File: config.mk
export PLATFORM = sky130hd
export DESIGN_NAME = spi_target
export DESIGN_NICKNAME = d
export VERILOG_FILES = /design/src/rtl/spi_pkg.sv /design/src/rtl/spi_pin_sync.sv /design/src/rtl/spi_target.sv
export SDC_FILE = /design/constraint.sdc
export NUM_CORES = 1
export LEC_CHECK = 0
export CAP_MARGIN = 20
export CORE_ASPECT_RATIO = 1.4
export CORE_MARGIN = 5
export CORE_UTILIZATION = 52
export DETAILED_ROUTE_END_ITERATION = 7
export PLACE_DENSITY = 0.82
export SLEW_MARGIN = 5
export SYNTH_ARGS = -nofsm -noshare
export SYNTH_HDL_FRONTEND = slang
export SYNTH_SLANG_ARGS = --single-unit
File: constraint.sdc
create_clock -name clk_in -period 3.67 [get_ports clk_in]
set_clock_uncertainty 0.15 [all_clocks]
set_input_delay 0.9175 -clock clk_in [delete_from_list [all_inputs] [get_ports clk_in]]
set_output_delay 0.9175 -clock clk_in [all_outputs]
set_load 0.05 [all_outputs]
File: src/rtl/spi_pkg.sv
// Shared state encoding and synchroniser depth for the SPI target.
package spi_pkg;

  localparam int SYNC_STAGES = 2;

  typedef enum logic {
    S_IDLE  = 1'b0,
    S_SHIFT = 1'b1
  } state_e;

endpackage

File: src/rtl/spi_pin_sync.sv
// Multi-flop synchroniser for one asynchronous pin, plus rise/fall detection
// against a delayed copy of the final synchroniser stage.
module spi_pin_sync
  import spi_pkg::*;
#(
  parameter logic RST_VAL = 1'b0
) (
  input  logic clk_in,
  input  logic reset_n_in,
  input  logic pin_i,
  output logic sync_o,
  output logic rise_o,
  output logic fall_o
);

  logic [SYNC_STAGES-1:0] sync_q;
  logic                   dly_q;

  // NOTE: sequential state uses non-blocking assignments so every flop samples
  // pre-edge values; blocking here would collapse the synchroniser chain.
  always_ff @(posedge clk_in or negedge reset_n_in) begin
    if (!reset_n_in) begin
      sync_q <= {SYNC_STAGES{RST_VAL}};
      dly_q  <= RST_VAL;
    end else begin
      sync_q <= {sync_q[SYNC_STAGES-2:0], pin_i};
      dly_q  <= sync_q[SYNC_STAGES-1];
    end
  end

  assign sync_o = sync_q[SYNC_STAGES-1];
  assign rise_o = sync_q[SYNC_STAGES-1] & ~dly_q;
  assign fall_o = ~sync_q[SYNC_STAGES-1] & dly_q;

endmodule

File: src/rtl/spi_target.sv
// SPI mode-0 target: oversampled receive path with optional MISO return path
// (tx logic present only when SPI_TARGET_MISO_EN is defined).
module spi_target
  import spi_pkg::*;
#(
  parameter int WIDTH = 8
) (
  input  logic             clk_in,
  input  logic             reset_n_in,
  output logic [WIDTH-1:0] rx_data_out,
  output logic             rx_valid_out,
  input  logic [WIDTH-1:0] tx_data_in,
  output logic             tx_load_out,
  output logic             frame_active_out,
  output logic             abort_out,
  input  logic             select_in,
  input  logic             sck_in,
  input  logic             mosi_in,
  output logic             miso_out
);

  localparam int              CNT_W    = $clog2(WIDTH);
  localparam logic [CNT_W-1:0] LAST_BIT = CNT_W'(WIDTH - 1);

  logic sel_rise, sel_fall, sel_sync_unused;
  logic sck_rise, sck_fall, sck_sync_unused;
  logic mosi_sync, mosi_rise_unused, mosi_fall_unused;

  spi_pin_sync #(.RST_VAL(1'b1)) u_sel_sync (
    .clk_in    (clk_in),
    .reset_n_in(reset_n_in),
    .pin_i     (select_in),
    .sync_o    (sel_sync_unused),
    .rise_o    (sel_rise),
    .fall_o    (sel_fall)
  );

  spi_pin_sync #(.RST_VAL(1'b0)) u_sck_sync (
    .clk_in    (clk_in),
    .reset_n_in(reset_n_in),
    .pin_i     (sck_in),
    .sync_o    (sck_sync_unused),
    .rise_o    (sck_rise),
    .fall_o    (sck_fall)
  );

  // MOSI shares the same depth as SCK, so its stage-2 value is aligned with sck_rise.
  spi_pin_sync #(.RST_VAL(1'b0)) u_mosi_sync (
    .clk_in    (clk_in),
    .reset_n_in(reset_n_in),
    .pin_i     (mosi_in),
    .sync_o    (mosi_sync),
    .rise_o    (mosi_rise_unused),
    .fall_o    (mosi_fall_unused)
  );

  state_e           state_q;
  logic [CNT_W-1:0] bit_cnt_q;
  logic [WIDTH-1:0] rx_shift_q;
  logic [WIDTH-1:0] rx_data_q;
  logic             rx_valid_q;
  logic             abort_q;
  logic [WIDTH-1:0] rx_next;

  assign rx_next = {rx_shift_q[WIDTH-2:0], mosi_sync};

`ifdef SPI_TARGET_MISO_EN
  logic [WIDTH-1:0] tx_shift_q;
  logic             tx_load_q;
`endif

  always_ff @(posedge clk_in or negedge reset_n_in) begin
    if (!reset_n_in) begin
      state_q    <= S_IDLE;
      bit_cnt_q  <= '0;
      rx_shift_q <= '0;
      rx_data_q  <= '0;
      rx_valid_q <= 1'b0;
      abort_q    <= 1'b0;
`ifdef SPI_TARGET_MISO_EN
      tx_shift_q <= '0;
      tx_load_q  <= 1'b0;
`endif
    end else begin
      rx_valid_q <= 1'b0;
      abort_q    <= 1'b0;
`ifdef SPI_TARGET_MISO_EN
      tx_load_q  <= 1'b0;
`endif
      case (state_q)
        S_IDLE: begin
          if (sel_fall) begin
            state_q   <= S_SHIFT;
            bit_cnt_q <= '0;
`ifdef SPI_TARGET_MISO_EN
            tx_load_q  <= 1'b1;
            tx_shift_q <= tx_data_in;
`endif
          end
        end
        S_SHIFT: begin
          // Select release outranks a coincident SCK edge; abort uses the pre-edge count.
          if (sel_rise) begin
            abort_q   <= (bit_cnt_q != '0);
            bit_cnt_q <= '0;
            state_q   <= S_IDLE;
          end else if (sck_rise) begin
            rx_shift_q <= rx_next;
            if (bit_cnt_q == LAST_BIT) begin
              rx_data_q  <= rx_next;
              rx_valid_q <= 1'b1;
              bit_cnt_q  <= '0;
`ifdef SPI_TARGET_MISO_EN
              tx_load_q  <= 1'b1;
              tx_shift_q <= tx_data_in;
`endif
            end else begin
              bit_cnt_q <= bit_cnt_q + 1'b1;
            end
          end else if (sck_fall) begin
`ifdef SPI_TARGET_MISO_EN
            // A zero count means a fresh word was just loaded: keep its MSB on the line.
            if (bit_cnt_q != '0) begin
              tx_shift_q <= {tx_shift_q[WIDTH-2:0], 1'b0};
            end
`endif
          end
        end
        default: state_q <= S_IDLE;
      endcase
    end
  end

  assign rx_data_out      = rx_data_q;
  assign rx_valid_out     = rx_valid_q;
  assign abort_out        = abort_q;
  assign frame_active_out = (state_q == S_SHIFT);

`ifdef SPI_TARGET_MISO_EN
  assign tx_load_out = tx_load_q;
  assign miso_out    = (state_q == S_SHIFT) ? tx_shift_q[WIDTH-1] : 1'b0;
`else
  logic [WIDTH-1:0] tx_data_unused;
  logic             sck_fall_unused;
  assign tx_data_unused  = tx_data_in;
  assign sck_fall_unused = sck_fall;
  assign tx_load_out     = 1'b0;
  assign miso_out        = 1'b0;
`endif

endmodule

==> flow_summary.yaml, run 1 <==
clock_network:
  postCtsSetupBuffers: 0
  htree_levels: 2
  clk_pin_slew_worst_paths_ps: 80
  cts-resized-gates: 0
  cts_buffers: 5
  cts_tree: "done"
  postCtsHoldBufs: 0
  clk_path_buf_depth: 2
  cts_num_sinks: 29
  root_buffer: "clkbuf_4"
  insertion_delay_ps: 310
synth:
  ys.warnings.count: 0
  ys_seq_elements: 29
  syn_avg_cell_area_um2: 15.21
  syn_area_um2: 1141
  seq_area_frac_synth_pct: 63.93
  netlist_instances: 75
  synth_edf_count: 0
  synth-async-reset-ratio_pct: 100.0
  synth-main-ff-cell: "dfrtp_1"
  synth_cell_type_count: 23
timing:
  grt_setup_unrepaired: "no"
  finalSetupViolCount: 0
  fmax_mhz: 345.5
  finalSetupTns_ps: 0
  finalCritPeriodShare_pct: 78.86
  maxSlewHeadroom_pct: 66.40
  tightest_slew_ps: 502.5
  drv_slew: 0
  hold_viol: 0
  period_needed_ps: 2894
cells_and_area:
  num_antenna_cells: 0
  nets: 111
  area_delta_synth_final_pct: 18.75
  fin_cells: 118
  layout-drive-gt1-share_pct: 29.17
  fin_area_um2: 1355
  fillers: 167
global_routing:
  grt_pass1_wl_um: 3105
  antenna_found_initial: 0
  overflow: 0
  grt_use_total_pct: 12.75
  grt_max_degree: 30
  grt_pass1_vias: 681
pwr:
  irDropWorstVdd_uv: 411.1
  cellPowerDensity_nw_per_um2: 532.9
  cellLeakagePower_nw: 0.6354
floorplan:
  ios: 26
  initial_utilization_pct: 53.65
  rows: 20
  core_um2: 2127
  fp.dieH_um: 65.43
  dieArea_um2: 3244
  die_w_um: 49.59
worst_hold_path:
  whs_endpoint: "u_sck_sync.sync_q[1]"
  hold_depth: 0
  hold_start: "u_sck_sync.sync_q[0]"
  min-delay-path-class: "reg2reg"
routing:
  num_vias: 631
  drt_iter0_markers: 4
  viasPerCell: 5.347
  drcViolationCount: 0
  dr.pass1.iters: 4
  wire_per_inst_um: 14.27
  drt_wl_total_um: 1684
  ant_nets: 0
placement:
  io_buffers: 15
  hpwlAfterDp_um: 1144
  dpl_cell_area_um2: 1296
  place_inst: 110
  finalWeightedCongestion: 0.8140
worst_setup_path:
  cp-start-kind: "flip-flop"
  max_stage_delay_ps: 890
  crit_type: "reg2out"
  reg2reg_depth: 3
  crit_slowest_cell: "clkdlybuf4s50_1"
  cp_max_fo: 12
  critPathCaptureType: "output pin"
  r2r_end: "rx_data_out[1]"
  reg2reg_slack_ps: 1980
  crit_family: "buffers and inverters"
  crit_chain: "clkdlybuf4s50_1"
  reg2reg_from: "u_sel_sync.dly_q"
  cp.buffers_inverters: 1
  cp.arrival_ps: 1830
  cp.required_ps: 2600
run:
  max_cap_viol_count: 0
run_status:
  status: "complete, no violations"
## through the flow
stage	setup slack [ps]	power, mW	util, %	hold slack, ps
2_1_floorplan	1951	0.4952	-	181.2
3_3_place_gp	1156	0.5259	60.94	184.2
3_5_place_dp	1134	0.5343	60.94	190.3
4_1_cts	763.1	0.7293	63.71	209.3
5_1_grt	691.5	0.7660	63.71	214.3
6_report	775.9	0.7222	63.71	203.7
## sequential cells by signal, summed over array words and instances, names as in the netlist, 2 cells and up
register and count:
u_sck_sync.sync_q 2, bit_cnt_q 3, rx_data_out 8, u_sel_sync.sync_q 2, rx_shift_q 7, u_mosi_sync.sync_q 2
## cells in the final DEF, fill, tap and decap left out, types with 2 or more instances in the layout
cell type,synthesis,layout
a21oi_1,2,2
dfstp_2,3,3
dfrtp_1,26,26
mux2_2,15,15
o21ai_0,2,2
clkdlybuf4s50_1,0,15
conb_1,1,2
clkbuf_1,0,2
ha_1,3,3
or2b_1,2,2
nand2_1,2,2
clkbuf_4,0,5
inv_1,3,3
a211oi_1,2,2
## cell type report
class | count | area, µm² | share of cell area [%]
Sequential cell | 29 | 729.5 | 53.83
Multi-Input combinational cell | 40 | 370.4 | 27.33
Timing Repair Buffer | 16 | 157.7 | 11.63
Clock buffer | 8 | 58.81 | 4.340
Tap cell | 22 | 27.53 | 2.031
Inverter | 3 | 11.26 | 0.8310
## report_power, final
| part | internal [mW] | switching (mW) | leakage, nW |
|---|---|---|---|
| Clock | 0.0944 | 0.101 | 0.0326 |
| Combinational | 0.0578 | 0.0596 | 0.235 |
| Sequential | 0.371 | 0.0385 | 0.368 |
| Total | 0.523 | 0.199 | 0.635 |
## worst max path at each step
stage / endpoint / cells after the start / slack (ps) / startpoint
finish: frame_active_out / 1 / 780 / frame_active_out
global route: frame_active_out / 1 / 690 / frame_active_out
CTS: frame_active_out / 1 / 760 / frame_active_out
detailed placement: frame_active_out / 1 / 1130 / frame_active_out
global placement: frame_active_out / 1 / 1160 / frame_active_out
floorplan: frame_active_out / 0 / 1950 / frame_active_out
## cell usage after synthesis (2+ instances only)
library cell | n | area (µm²)
dfstp_2 | 3 | 78.83
o21ai_0 | 2 | 10.01
ha_1 | 3 | 37.54
mux2_2 | 15 | 168.9
or2b_1 | 2 | 15.01
buf_4 | 3 | 22.52
a21oi_1 | 2 | 10.01
inv_1 | 3 | 11.26
a211oi_1 | 2 | 15.01
dfrtp_1 | 26 | 650.6
nand2_1 | 2 | 7.510
## metal layers
metal,part of all wire (%),vias up,GRT usage (%)
met5,0,-,0
met4,1.8,0,7.213
met2,50,21,18.95
li1,-,294,-
met1,42,311,15.17
met3,5.9,5,5.669
## kinds of logic after synthesis
family	Yosys count	synth area share, %
flops	29	63.93
mux	15	14.80
simple gates	13	9.869
compound gates	7	3.838
fa+ha+maj	3	3.290
other cells	1	0.3286
buf+inv	7	3.947
No activity file was read; power rests on OpenSTA's default activity.
==> run 2: changes to the inputs <==
- CORE_UTILIZATION: 52 -> 43
- PLACE_DENSITY: 0.82 -> 0.73
- clock period: 3.67 -> 2.5 ns (I/O delays scaled with it)
==> flow_summary.yaml, run 2 (synthesized netlist as in run 1, its figures left out) <==
global_routing:
  grt_pass1_wl_um: 2725
  antenna_found_initial: 0
  grt_max_degree: 30
  grt_pass1_vias: 649
  grt_use_total_pct: 10.41
  overflow: 0
timing:
  grt_setup_unrepaired: "no"
  period_needed_ps: 2252
  drv_slew: 0
  tightest_slew_ps: 495.8
  finalSetupTns_ps: 0
  finalSetupViolCount: 0
  whs_ps: 203.0
  maxSlewHeadroom_pct: 66.84
  finalCritPeriodShare_pct: 90.07
  hold_viol: 0
  fmax_mhz: 444.1
clock_network:
  cts-resized-gates: 0
  cts_tree: "done"
  clk_path_buf_depth: 2
  postCtsHoldBufs: 0
  insertion_delay_ps: 320
  postCtsSetupBuffers: 0
  cts_num_sinks: 29
  htree_levels: 2
  cts_buffers: 5
  clk_pin_slew_worst_paths_ps: 90
  root_buffer: "clkbuf_4"
placement:
  dpl_cell_area_um2: 1311
  place_inst: 124
  hpwlAfterDp_um: 1081
  finalWeightedCongestion: 0.7894
  io_buffers: 15
pwr:
  cellPowerDensity_nw_per_um2: 830.9
  cellLeakagePower_nw: 0.6491
  irDropWorstVdd_uv: 621.2
worst_setup_path:
  cp_max_fo: 2
  cp.buffers_inverters: 1
  cp.required_ps: 1730
  crit_type: "reg2out"
  critPathCaptureType: "output pin"
  max_stage_delay_ps: 800
  crit_slowest_cell: "clkdlybuf4s50_1"
  crit_family: "buffers and inverters"
  cp.arrival_ps: 1480
  cp-start-kind: "flip-flop"
  crit_chain: "clkdlybuf4s50_1"
floorplan:
  dieArea_um2: 3798
  die_w_um: 53.54
  ios: 26
  rows: 22
  core_um2: 2587
  fp.dieH_um: 70.95
  initial_utilization_pct: 44.10
routing:
  wire_per_inst_um: 11.83
  drt_iter0_markers: 8
  dr.pass1.iters: 4
  drt_wl_total_um: 1562
  drcViolationCount: 0
  viasPerCell: 4.697
  ant_nets: 0
  num_vias: 620
worst_hold_path:
  min-delay-path-class: "reg2reg"
cells_and_area:
  nets: 111
  fin_area_um2: 1396
  ff_latch_area_um2: 729.5
  layout_common_cells: "dfrtp_1, mux2_2, clkdlybuf4s50_1"
  final_core_util_pct: 53.97
  fillers: 248
  multi_input_area_um2: 370.4
  num_antenna_cells: 0
  fin_cells: 132
  largest_reg_flops: 8
  layout-drive-gt1-share_pct: 31.25
  area_delta_synth_final_pct: 22.37
  final_common_cell: "dfrtp_1"
run_status:
  status: "complete, no violations"
run:
  max_cap_viol_count: 0
## run 2: cell types whose count changed in the layout (fill, tap and decap cells not counted), sizes merged
cell / delta
bufinv: +1
buf: +1
clkbuf: -1
clkdlybuf4s50: -1
## run 2: final timing paths
check / end / slack, ps / start / depth (start not counted)
max in group asynchronous: u_sel_sync.sync_q[0] / 1360 / reset_n_in / 2
hold / removal: u_sck_sync.sync_q[1] / 200 / u_sck_sync.sync_q[0] / 0
setup / recovery: rx_data_out[6] / 250 / rx_data_out[6] / 1
min in group asynchronous: rx_data_out[7] / 530 / reset_n_in / 2
hold reg to reg: u_sck_sync.sync_q[1] / 200 / u_sck_sync.sync_q[0] / 0
setup reg to reg: rx_data_out[0] / 830 / u_sel_sync.dly_q / 3
## run 2: routing by layer
| layer | vias to the layer above | share of wire (%) | GRT usage [%] |
|---|---|---|---|
| met5 | - | 0 | 0 |
| met4 | 0 | 3.8 | 11.08 |
| li1 | 295 | - | - |
| met1 | 300 | 43 | 11.14 |
| met3 | 8 | 5.7 | 4.632 |
| met2 | 17 | 47 | 14.05 |
## run 2: area by class of cell
type,instances,share of cell area [%]
Clock inverter,1,2.151
Timing Repair Buffer,16,11.11
Sequential cell,29,52.24
Inverter,3,0.8065
Tap cell,36,3.226
Clock buffer,7,3.943
Multi-Input combinational cell,40,26.52
## run 2: power by group
part / leakage (nW) / switching (mW) / internal [mW]
combinational: 0.236 / 0.0861 / 0.0840
sequential: 0.368 / 0.0529 / 0.545
clock: 0.0455 / 0.154 / 0.239
## run 2: metrics by stage
| step | power (mW) | setup WS (ps) |
|---|---|---|
| after CTS | 1.179 | 222.7 |
| after global placement | 0.7703 | 594.4 |
| after detailed placement | 0.7823 | 586.7 |
| final | 1.160 | 248.2 |
| after floorplan | 0.7270 | 927.1 |
| after global routing | 1.225 | 171.9 |
==> run 3: changes to the inputs <==
==> constraint.sdc (replaced) <==
create_clock -name clk_in -period 2.5 [get_ports clk_in]
set_clock_uncertainty 0.15 [all_clocks]
set_input_delay 0.375 -clock clk_in [delete_from_list [all_inputs] [get_ports clk_in]]
set_output_delay 0.375 -clock clk_in [all_outputs]
set_load 0.05 [all_outputs]
==> flow_summary.yaml, run 3 (synthesized netlist as in run 1, its figures left out) <==
routing:
  ant_nets: 0
  wire_per_inst_um: 12.29
  drt_wl_total_um: 1622
  num_vias: 641
  drt_iter0_markers: 5
  drcViolationCount: 0
  dr.pass1.iters: 2
  viasPerCell: 4.856
cells_and_area:
  layout-drive-gt1-share_pct: 31.25
  layout_common_cells: "dfrtp_1, mux2_2, clkdlybuf4s50_1"
  final_common_cell: "dfrtp_1"
  num_antenna_cells: 0
  nets: 111
  largest_reg_flops: 8
  area_delta_synth_final_pct: 19.96
worst_setup_path:
  crit_type: "reg2out"
  max_stage_delay_ps: 890
  cp.buffers_inverters: 1
  cp.arrival_ps: 1820
  cp.depth: 1
  crit_slowest_cell: "clkdlybuf4s50_1"
  cp-start-kind: "flip-flop"
  critPathCaptureType: "output pin"
  crit_family: "buffers and inverters"
  crit_chain: "clkdlybuf4s50_1"
  cp.required_ps: 1980
  cp_max_fo: 12
  reg2reg_depth: 4
  reg2reg_slack_ps: 810
placement:
  finalWeightedCongestion: 0.7946
  hpwlAfterDp_um: 1121
  io_buffers: 15
pwr:
  switching_power_mw: 0.3040
  cellPowerDensity_nw_per_um2: 759.0
  p_comb_share_pct: 16.5
  p_seq_share_pct: 57.7
  p_int_mw: 0.7349
  irDropWorstVdd_uv: 423.7
  swShare_pct: 29.26
  clkPwrFrac_pct: 25.8
  cellLeakagePower_nw: 0.6338
timing:
  drv_slew: 0
  grt_setup_unrepaired: "no"
  finalCritPeriodShare_pct: 93.80
  fmax_mhz: 426.4
  tightest_slew_ps: 497.6
  period_needed_ps: 2345
  whs_ps: 205.2
  hold_viol: 0
  finalSetupViolCount: 0
  maxSlewHeadroom_pct: 66.72
  finalSetupTns_ps: 0
run:
  max_cap_viol_count: 0
floorplan:
  dieArea_um2: 3798
  core_um2: 2587
  rows: 22
  initial_utilization_pct: 44.10
  die_w_um: 53.54
  fp.dieH_um: 70.95
  ios: 26
clock_network:
  clk_path_buf_depth: 2
  postCtsSetupBuffers: 0
  cts_num_sinks: 29
  clk_pin_slew_worst_paths_ps: 90
  cts-resized-gates: 0
  root_buffer: "clkbuf_4"
  insertion_delay_ps: 320
  cts_tree: "done"
  htree_levels: 2
  cts_buffers: 5
  postCtsHoldBufs: 0
worst_hold_path:
  hold_depth: 0
  min-delay-path-class: "reg2reg"
global_routing:
  grt_pass1_vias: 651
  antenna_found_initial: 0
  grt_max_degree: 30
  overflow: 0
  grt_pass1_wl_um: 2780
  grt_use_total_pct: 10.64
run_status:
  status: "complete, no violations"
## run 3: cell count changes in the layout (fill, tap and decap cells not counted)
| cell | previous run | this run |
|---|---|---|
| buf_4 | 2 | 1 |
| bufinv_16 | 1 | 0 |
| clkinvlp_4 | 0 | 1 |
| clkdlybuf4s50_1 | 14 | 15 |
| clkbuf_8 | 1 | 0 |
| clkbuf_1 | 1 | 0 |
| clkinv_2 | 0 | 2 |
## run 3: layer usage
metal | routed length (µm) | global-route usage (%) | share of wire, %
met1 | 684 | 11.74 | 42
met2 | 776 | 14.32 | 48
met3 | 101 | 5.895 | 6.2
met4 | 59 | 9.091 | 3.6
met5 | 0 | 0 | 0
## run 3: cell type report
| cell class | instances | area, µm² |
|---|---|---|
| Clock buffer | 5 | 37.54 |
| Clock inverter | 3 | 17.52 |
| Fill cell | 247 | 1219 |
| Inverter | 3 | 11.26 |
| Multi-Input combinational cell | 40 | 370.4 |
| Sequential cell | 29 | 729.5 |
| Tap cell | 36 | 45.04 |
| Timing Repair Buffer | 16 | 157.7 |
## run 3: path summary, 6_finish.rpt
| path | end | startpoint |
|---|---|---|
| setup / recovery | frame_active_out | frame_active_out |
| hold / removal | u_sck_sync.sync_q[1] | u_sck_sync.sync_q[0] |
| setup reg to reg | rx_data_out[3] | bit_cnt_q[0] |
| hold reg to reg | u_sck_sync.sync_q[1] | u_sck_sync.sync_q[0] |
| max in group asynchronous | u_sel_sync.dly_q | reset_n_in |
| min in group asynchronous | abort_out | reset_n_in |
## run 3: stage by stage
stage	area, µm²	std cells	util [%]	total power [mW]	setup WS (ps)
detailed placement	1314	124	50.77	0.7851	499.9
CTS	1369	132	52.90	1.062	125.6
floorplan	1145	76	-	0.7270	927.1
global route	1369	132	52.90	1.102	81.44
finish	1369	132	52.90	1.039	154.9
global placement	1314	124	50.77	0.7711	528.6
## run 3: power groups by stage
stage | logic (mW) | clock network, mW | registers (mW)
2_1_floorplan | 0.106 | 0 | 0.621
3_3_place_gp | 0.166 | 0 | 0.605
3_5_place_dp | 0.174 | 0 | 0.611
4_1_cts | 0.175 | 0.286 | 0.601
5_1_grt | 0.190 | 0.302 | 0.609
6_report | 0.171 | 0.268 | 0.600
